`src/rtl/rv32i_pipe_pkg.sv`:
```
// rv32i_pipe_pkg
//   Shared types and constants for the rv32i in-order pipeline hazard control.
//   - REG_W      : register-index width
//   - FORWARD    : 1 when the FORWARD_EN macro is defined (EX/MEM/WB bypass
//                  present, only load-use needs a bubble), 0 otherwise
//   - sb_entry_t : one scoreboard slot {valid, rd, is_load}
//   - hz_state_t : sequencer state {RUN, FLUSH}
// Configuration macro: FORWARD_EN
package rv32i_pipe_pkg;

   localparam int REG_W = 5;

`ifdef FORWARD_EN
   localparam bit FORWARD = 1'b1;
`else
   localparam bit FORWARD = 1'b0;
`endif

   typedef struct packed {
      logic             valid;
      logic [REG_W-1:0] rd;
      logic             is_load;
   } sb_entry_t;

   typedef enum logic {
      RUN   = 1'b0,
      FLUSH = 1'b1
   } hz_state_t;

endpackage

```
`src/rtl/hazard_scoreboard.sv`:
```
// hazard_scoreboard
//   Shift register of uncommitted destination registers, one slot per stage
//   after ID (slot 0 = EX ... slot DEPTH-1 = WB), plus per-slot source-match
//   vectors for the instruction currently in ID.
//   Ports:
//     clk, rst        clock, asynchronous active-high reset
//     advance         pipeline moves this cycle: shift and load slot 0
//     push_valid      slot 0 receives a real register writer
//     push_rd         destination register of the entering instruction
//     push_load       entering instruction is a load
//     rs1, rs2        ID source registers
//     use_rs1,use_rs2 ID instruction reads the corresponding source
//     rs1_hit,rs2_hit per-slot hazard hits (already filtered for forwarding)
// Configuration macro: FORWARD_EN (via rv32i_pipe_pkg::FORWARD)
module hazard_scoreboard
   import rv32i_pipe_pkg::*;
#(
   parameter int DEPTH = 3
) (
   input  logic             clk,
   input  logic             rst,
   input  logic             advance,
   input  logic             push_valid,
   input  logic [4:0]       push_rd,
   input  logic             push_load,
   input  logic [4:0]       rs1,
   input  logic [4:0]       rs2,
   input  logic             use_rs1,
   input  logic             use_rs2,
   output logic [DEPTH-1:0] rs1_hit,
   output logic [DEPTH-1:0] rs2_hit
);

   sb_entry_t [DEPTH-1:0] sb;
   logic                  slot_en;

   always_ff @(posedge clk or posedge rst) begin
      if (rst) begin
         sb <= '0;
      end else if (advance) begin
         for (int i = 1; i < DEPTH; i++) begin
            sb[i] <= sb[i-1];
         end
         sb[0].valid   <= push_valid;
         sb[0].rd      <= push_rd;
         sb[0].is_load <= push_load;
      end
   end

   // With bypassing, only a load sitting in EX cannot supply its result in
   // time; every other producer is forwarded and never blocks ID.
   always_comb begin
      rs1_hit = '0;
      rs2_hit = '0;
      slot_en = 1'b0;
      for (int i = 0; i < DEPTH; i++) begin
         slot_en    = sb[i].valid & (FORWARD ? ((i == 0) & sb[i].is_load) : 1'b1);
         rs1_hit[i] = slot_en & use_rs1 & (rs1 != 5'd0) & (sb[i].rd == rs1);
         rs2_hit[i] = slot_en & use_rs2 & (rs2 != 5'd0) & (sb[i].rd == rs2);
      end
   end

endmodule

```
`src/rtl/pipeline_hazard_ctl.sv`:
```
// pipeline_hazard_ctl
//   Sequencer between decode and execute of the rv32i in-order pipeline.
//   Generates stall/flush/issue controls from data hazards, branch/jump
//   redirects and memory-busy cycles, and counts stall cycles.
//   Ports:
//     clk, rst             clock, asynchronous active-high reset
//     id_valid             ID holds a decoded instruction
//     id_rs1, id_rs2       ID source registers
//     id_use_rs1/rs2       ID instruction reads that source
//     id_rd, id_reg_we     ID destination register and write enable
//     id_is_load           ID instruction is a load
//     ex_redirect          EX resolved a taken branch/jump (held while mem_busy)
//     mem_busy             memory stage cannot advance
//     stall_if, stall_id   hold PC/IF and ID registers
//     flush_id             invalidate ID register at next edge
//     issue                ID instruction enters EX at next edge
//     ex_valid             EX holds a real instruction (registered)
//     stall_cnt            saturating count of cycles with stall_id & !flush_id
//   Priority: mem_busy > redirect > data hazard > issue.
//   A redirect costs two bubbles: the redirect cycle and one FLUSH cycle that
//   discards the wrong-path instruction that reached ID meanwhile.
// Configuration macro: FORWARD_EN (load-use only hazards when defined)
module pipeline_hazard_ctl
   import rv32i_pipe_pkg::*;
#(
   parameter int DEPTH = 3,
   parameter int CNT_W = 16
) (
   input  logic             clk,
   input  logic             rst,
   input  logic             id_valid,
   input  logic [4:0]       id_rs1,
   input  logic [4:0]       id_rs2,
   input  logic             id_use_rs1,
   input  logic             id_use_rs2,
   input  logic [4:0]       id_rd,
   input  logic             id_reg_we,
   input  logic             id_is_load,
   input  logic             ex_redirect,
   input  logic             mem_busy,
   output logic             stall_if,
   output logic             stall_id,
   output logic             flush_id,
   output logic             issue,
   output logic             ex_valid,
   output logic [CNT_W-1:0] stall_cnt
);

   localparam logic [CNT_W-1:0] CNT_ONE = {{(CNT_W-1){1'b0}}, 1'b1};

   hz_state_t        state;
   hz_state_t        state_nxt;
   logic [DEPTH-1:0] rs1_hit;
   logic [DEPTH-1:0] rs2_hit;
   logic             hazard;
   logic             push_valid;

   // A write to x0 is architecturally void, so it never enters the scoreboard.
   assign push_valid = issue & id_reg_we & (id_rd != 5'd0);
   assign hazard     = |(rs1_hit | rs2_hit);

   hazard_scoreboard #(
      .DEPTH (DEPTH)
   ) u_sb (
      .clk        (clk),
      .rst        (rst),
      .advance    (~mem_busy),
      .push_valid (push_valid),
      .push_rd    (id_rd),
      .push_load  (id_is_load),
      .rs1        (id_rs1),
      .rs2        (id_rs2),
      .use_rs1    (id_use_rs1),
      .use_rs2    (id_use_rs2),
      .rs1_hit    (rs1_hit),
      .rs2_hit    (rs2_hit)
   );

   always_ff @(posedge clk or posedge rst) begin
      if (rst) begin
         state <= RUN;
      end else begin
         state <= state_nxt;
      end
   end

   always_comb begin
      state_nxt = state;
      stall_if  = 1'b0;
      stall_id  = 1'b0;
      flush_id  = 1'b0;
      issue     = 1'b0;
      case (state)
         RUN: begin
            if (mem_busy) begin
               stall_if = 1'b1;
               stall_id = 1'b1;
            end else if (ex_redirect) begin
               flush_id  = 1'b1;
               state_nxt = FLUSH;
            end else if (id_valid & hazard) begin
               stall_if = 1'b1;
               stall_id = 1'b1;
            end else begin
               issue = id_valid;
            end
         end
         FLUSH: begin
            // EX holds a bubble here, so ex_redirect is meaningless and ignored.
            flush_id = 1'b1;
            if (mem_busy) begin
               stall_if = 1'b1;
               stall_id = 1'b1;
            end else begin
               state_nxt = RUN;
            end
         end
         default: state_nxt = RUN;
      endcase
   end

   always_ff @(posedge clk or posedge rst) begin
      if (rst) begin
         ex_valid  <= 1'b0;
         stall_cnt <= '0;
      end else begin
         if (!mem_busy) begin
            ex_valid <= issue;
         end
         if (stall_id & ~flush_id & (stall_cnt != {CNT_W{1'b1}})) begin
            stall_cnt <= stall_cnt + CNT_ONE;
         end
      end
   end

endmodule

```
`config.mk`:
```
export PLATFORM = sky130hd
export DESIGN_NAME = pipeline_hazard_ctl
export DESIGN_NICKNAME = d
export VERILOG_FILES = /design/src/rtl/rv32i_pipe_pkg.sv /design/src/rtl/hazard_scoreboard.sv /design/src/rtl/pipeline_hazard_ctl.sv
export SDC_FILE = /design/constraint.sdc
export NUM_CORES = 1
export LEC_CHECK = 0
export ABC_AREA = 1
export CELL_PAD_IN_SITES_DETAIL_PLACEMENT = 0
export CELL_PAD_IN_SITES_GLOBAL_PLACEMENT = 1
export CORE_UTILIZATION = 24
export DETAILED_ROUTE_END_ITERATION = 10
export GPL_ROUTABILITY_DRIVEN = 0
export MAX_ROUTING_LAYER = met4
export PLACE_DENSITY = 0.65
export REMOVE_ABC_BUFFERS = 1
export SYNTH_ARGS = -nofsm -noshare
export SYNTH_HDL_FRONTEND = slang
export SYNTH_HIERARCHICAL = 1
export SYNTH_SLANG_ARGS = --single-unit
```
`constraint.sdc`:
```
create_clock -name clk -period 2.9 [get_ports clk]
set_clock_uncertainty 0.15 [all_clocks]
set_input_delay 0.725 -clock clk [delete_from_list [all_inputs] [get_ports clk]]
set_output_delay 0.725 -clock clk [all_outputs]
set_load 0.01 [all_outputs]
```
==> impl_metrics.yaml <==
run_status:
  status: "finished, final reports clean"
floorplan:
  die_area_um2: 10900
  die_y_um: 104
  fp.coreArea_um2: 10200
  die_w_um: 104
  ioPinCount: 45
  num_rows: 37
  start_util_pct: 24.6
clocking:
  clkTransAtPathRegs_ps: 70
  htreeDepth: 2
  hold_buffers: 0
  cts_tree: "done"
  cts_buffers: 5
  root_buffer: "clkbuf_8"
  insertion_delay_ps: 290
  cts_buffer_depth: 2
  cts_sinks: 36
synthesis:
  synthXorXnorAreaFrac_pct: 2.43
  ys_types: 21
  avgSynthCellArea_um2: 6.07
  yosysWarnings: 6
  netlist_instances: 415
  synth_enable_flop_cells: 0
  postSynth.asyncResetShare_pct: 100
  synthAdderAreaFrac_pct: 0.497
  synth_largest_area_cell: "dfrtp_1"
  synth_compound_area_share_pct: 5.21
  synth_top_family_by_area: "simple AND/OR/NAND/NOR gates"
  synth-seq-cells: 36
  yosysMostFrequentCell: "nand2_1"
  synthFlopType: "dfrtp_1"
  synth_area_um2: 2520
  ys_seq_area_share_pct: 35.7
  synth_common_cells: "nand2_1 (202), nor2_1 (55), inv_1 (42)"
  yosys-mux-area-fraction_pct: 0.447
  ys_top_cells_by_area: "dfrtp_1 (36%), nand2_1 (30%), nor2_1 (8.2%), inv_1 (6.3%), o21ai_0 (3.8%)"
  synth_top_area_share_pct: 35.7
  yosys.area_share.simple_pct: 45.9
setup_path:
  cp_max_fo: 5
  crit_path_start: "id_rs2[4]"
  rr_startpoint: "u_sb/sb[3]"
  regToRegSetupSlack_ps: 850
  reg2reg_depth: 16
  worst_setup_path_start_kind: "input pin"
  reg2reg_to: "stall_cnt[2]"
  crit_required_ps: 2030
  crit_path_end_kind: "primary output"
  crit_arrival_ps: 1910
  crit_end: "stall_if"
  critical_path_class: "input pin to primary output"
detailed_routing:
  drc: 0
  postRouteAntennaNets: 0
  first_pass_iters: 4
  vias: 2600
  wl_per_cell_um: 11.4
  wirelength_mm: 6.93
  via_per_inst: 4.26
  drtIter0Drc: 67
grt:
  grt_remaining_overflow: 0
  antenna_found_initial: 0
  grt_max_degree: 36
  grt_pass1_wl_mm: 12.1
  grt_pass1_vias: 2648
  grt_usage_pct: 14.1
flow_run:
  maxCapViolations: 0
worst_hold_path:
  worstHoldPathType: "flip-flop to flip-flop"
timing:
  max_slew_margin_pct: 51.7
  rsz0062_at_grt: "true"
  fin_crit_sh_pct: 96.1
  slew_viol_final: 0
  setup_viol: 0
  clock.fmax_mhz: 359
  fin_crit_ps: 2790
  tightestPinTransition_ps: 723
  finalHoldViolCount: 0
  setup_tns_ps: 0
final_layout:
  nets: 498
  drive_gt1_share_pct: 15.8
  final_area_um2: 3300
  n_antenna_cell: 0
  areaGrowthSynthToFinish_pct: 31.1
pwr:
  intPower_mw: 0.903
  p_seq_share_pct: 45.6
  power.density_nw_per_um2: 420
  p_leak_nw: 1.70
  pwr-share-clk_pct: 25.7
  p_switching_mw: 0.483
  switching_share_pct: 34.9
  peakVddDrop_mv: 0.292
  combPwrFrac_pct: 28.7
placement:
  port_buffers: 43
  dp_hpwl_mm: 5.40
  place_area_um2: 3220
[metal layers]
metal  vias to the layer above  global-route usage, %  part of all wire [%]
met1                      1191                   16.8                    47
li1                       1367                      -                     -
met2                        38                   24.5                    50
met4                         0                   2.76                  0.63
met3                         4                   2.69                   2.5
met5                         -                      -                     0
[cell type report]
type,count,area [um^2]
Sequential cell,36,901
Fill cell,1144,6930
Tap cell,136,170
Clock inverter,3,18.8
Inverter,53,204
Timing Repair Buffer,58,514
Multi-Input combinational cell,319,1430
Clock buffer,5,68.8
[cell usage in the layout, fill, tap and decap left out, types with 9 or more instances in the layout]
| cell | instances |
|---|---|
| clkdlybuf4s50_1 | 26 |
| buf_4 | 13 |
| nor2_1 | 46 |
| nor2_2 | 10 |
| nand2_1 | 201 |
| dfrtp_1 | 36 |
| o21ai_0 | 19 |
| nand3_1 | 10 |
| inv_1 | 42 |
| buf_2 | 10 |
| inv_2 | 9 |
[worst max-delay path, cell delays in order]
cell and delay [ps]:
clkbuf_4 160, inv_2 50, nand2_1 60, nand2_1 60
nor2_2 130, nand2_1 60, nor2_1 80, nor2_1 50
nand2_1 100, nor2_2 70, buf_4 140, nor2_4 100
buf_2 130
[cells by family (layout without fill, tap and decap cells)]
logic type | Yosys count | in the layout
flops | 36 | 36
mux | 1 | 1
buf+inv | 60 | 119
xor+xnor | 7 | 7
fa+ha+maj | 1 | 1
compound gates | 24 | 24
simple gates | 286 | 286
[stage by stage]
stage          worst slack [ps]  hold slack, ps  utilization [%]  std cells  power, mW
2_1_floorplan               394             303                -        408      0.833
3_3_place_gp               -818             317             31.4        601       1.04
3_5_place_dp               -783             328             31.4        601       1.04
4_1_cts                    1.85             346             32.1        610       1.41
5_1_grt                   -11.7             369             32.3        610       1.49
6_report                    114             340             32.3        610       1.39
[power groups by stage]
stage	Sequential, mW	Combinational (mW)	Clock (mW)
after floorplan	0.633	0.200	0
after global placement	0.639	0.401	0
after detailed placement	0.640	0.403	0
after CTS	0.631	0.401	0.377
after global routing	0.642	0.451	0.395
final	0.631	0.398	0.356
[flip-flops by register name (all words and copies together), names as in the netlist]
register and flops:
u_sb/slot_en 1, u_sb/sb 17, state 1, stall_cnt 16, ex_valid 1
[what timing repair did]
item | CTS | global route
pin swaps | 7 | 7
gates resized for setup | 65 | 18
setup endpoints to repair | 4 | 4
buffers inserted | 1 | 0
hold endpoints to repair | 0 | 0
[how the worst min path moves through the flow]
stage / start / end / cells past startpoint
2_1_floorplan: u_sb/sb[2] / u_sb/sb[9] / 2
3_3_place_gp: ex_valid / ex_valid / 2
3_5_place_dp: u_sb/sb[2] / u_sb/sb[9] / 2
4_1_cts: u_sb/sb[2] / u_sb/sb[9] / 2
5_1_grt: u_sb/sb[2] / u_sb/sb[9] / 2
6_report: u_sb/sb[2] / u_sb/sb[9] / 2
Power figures use the tool's default switching activity.
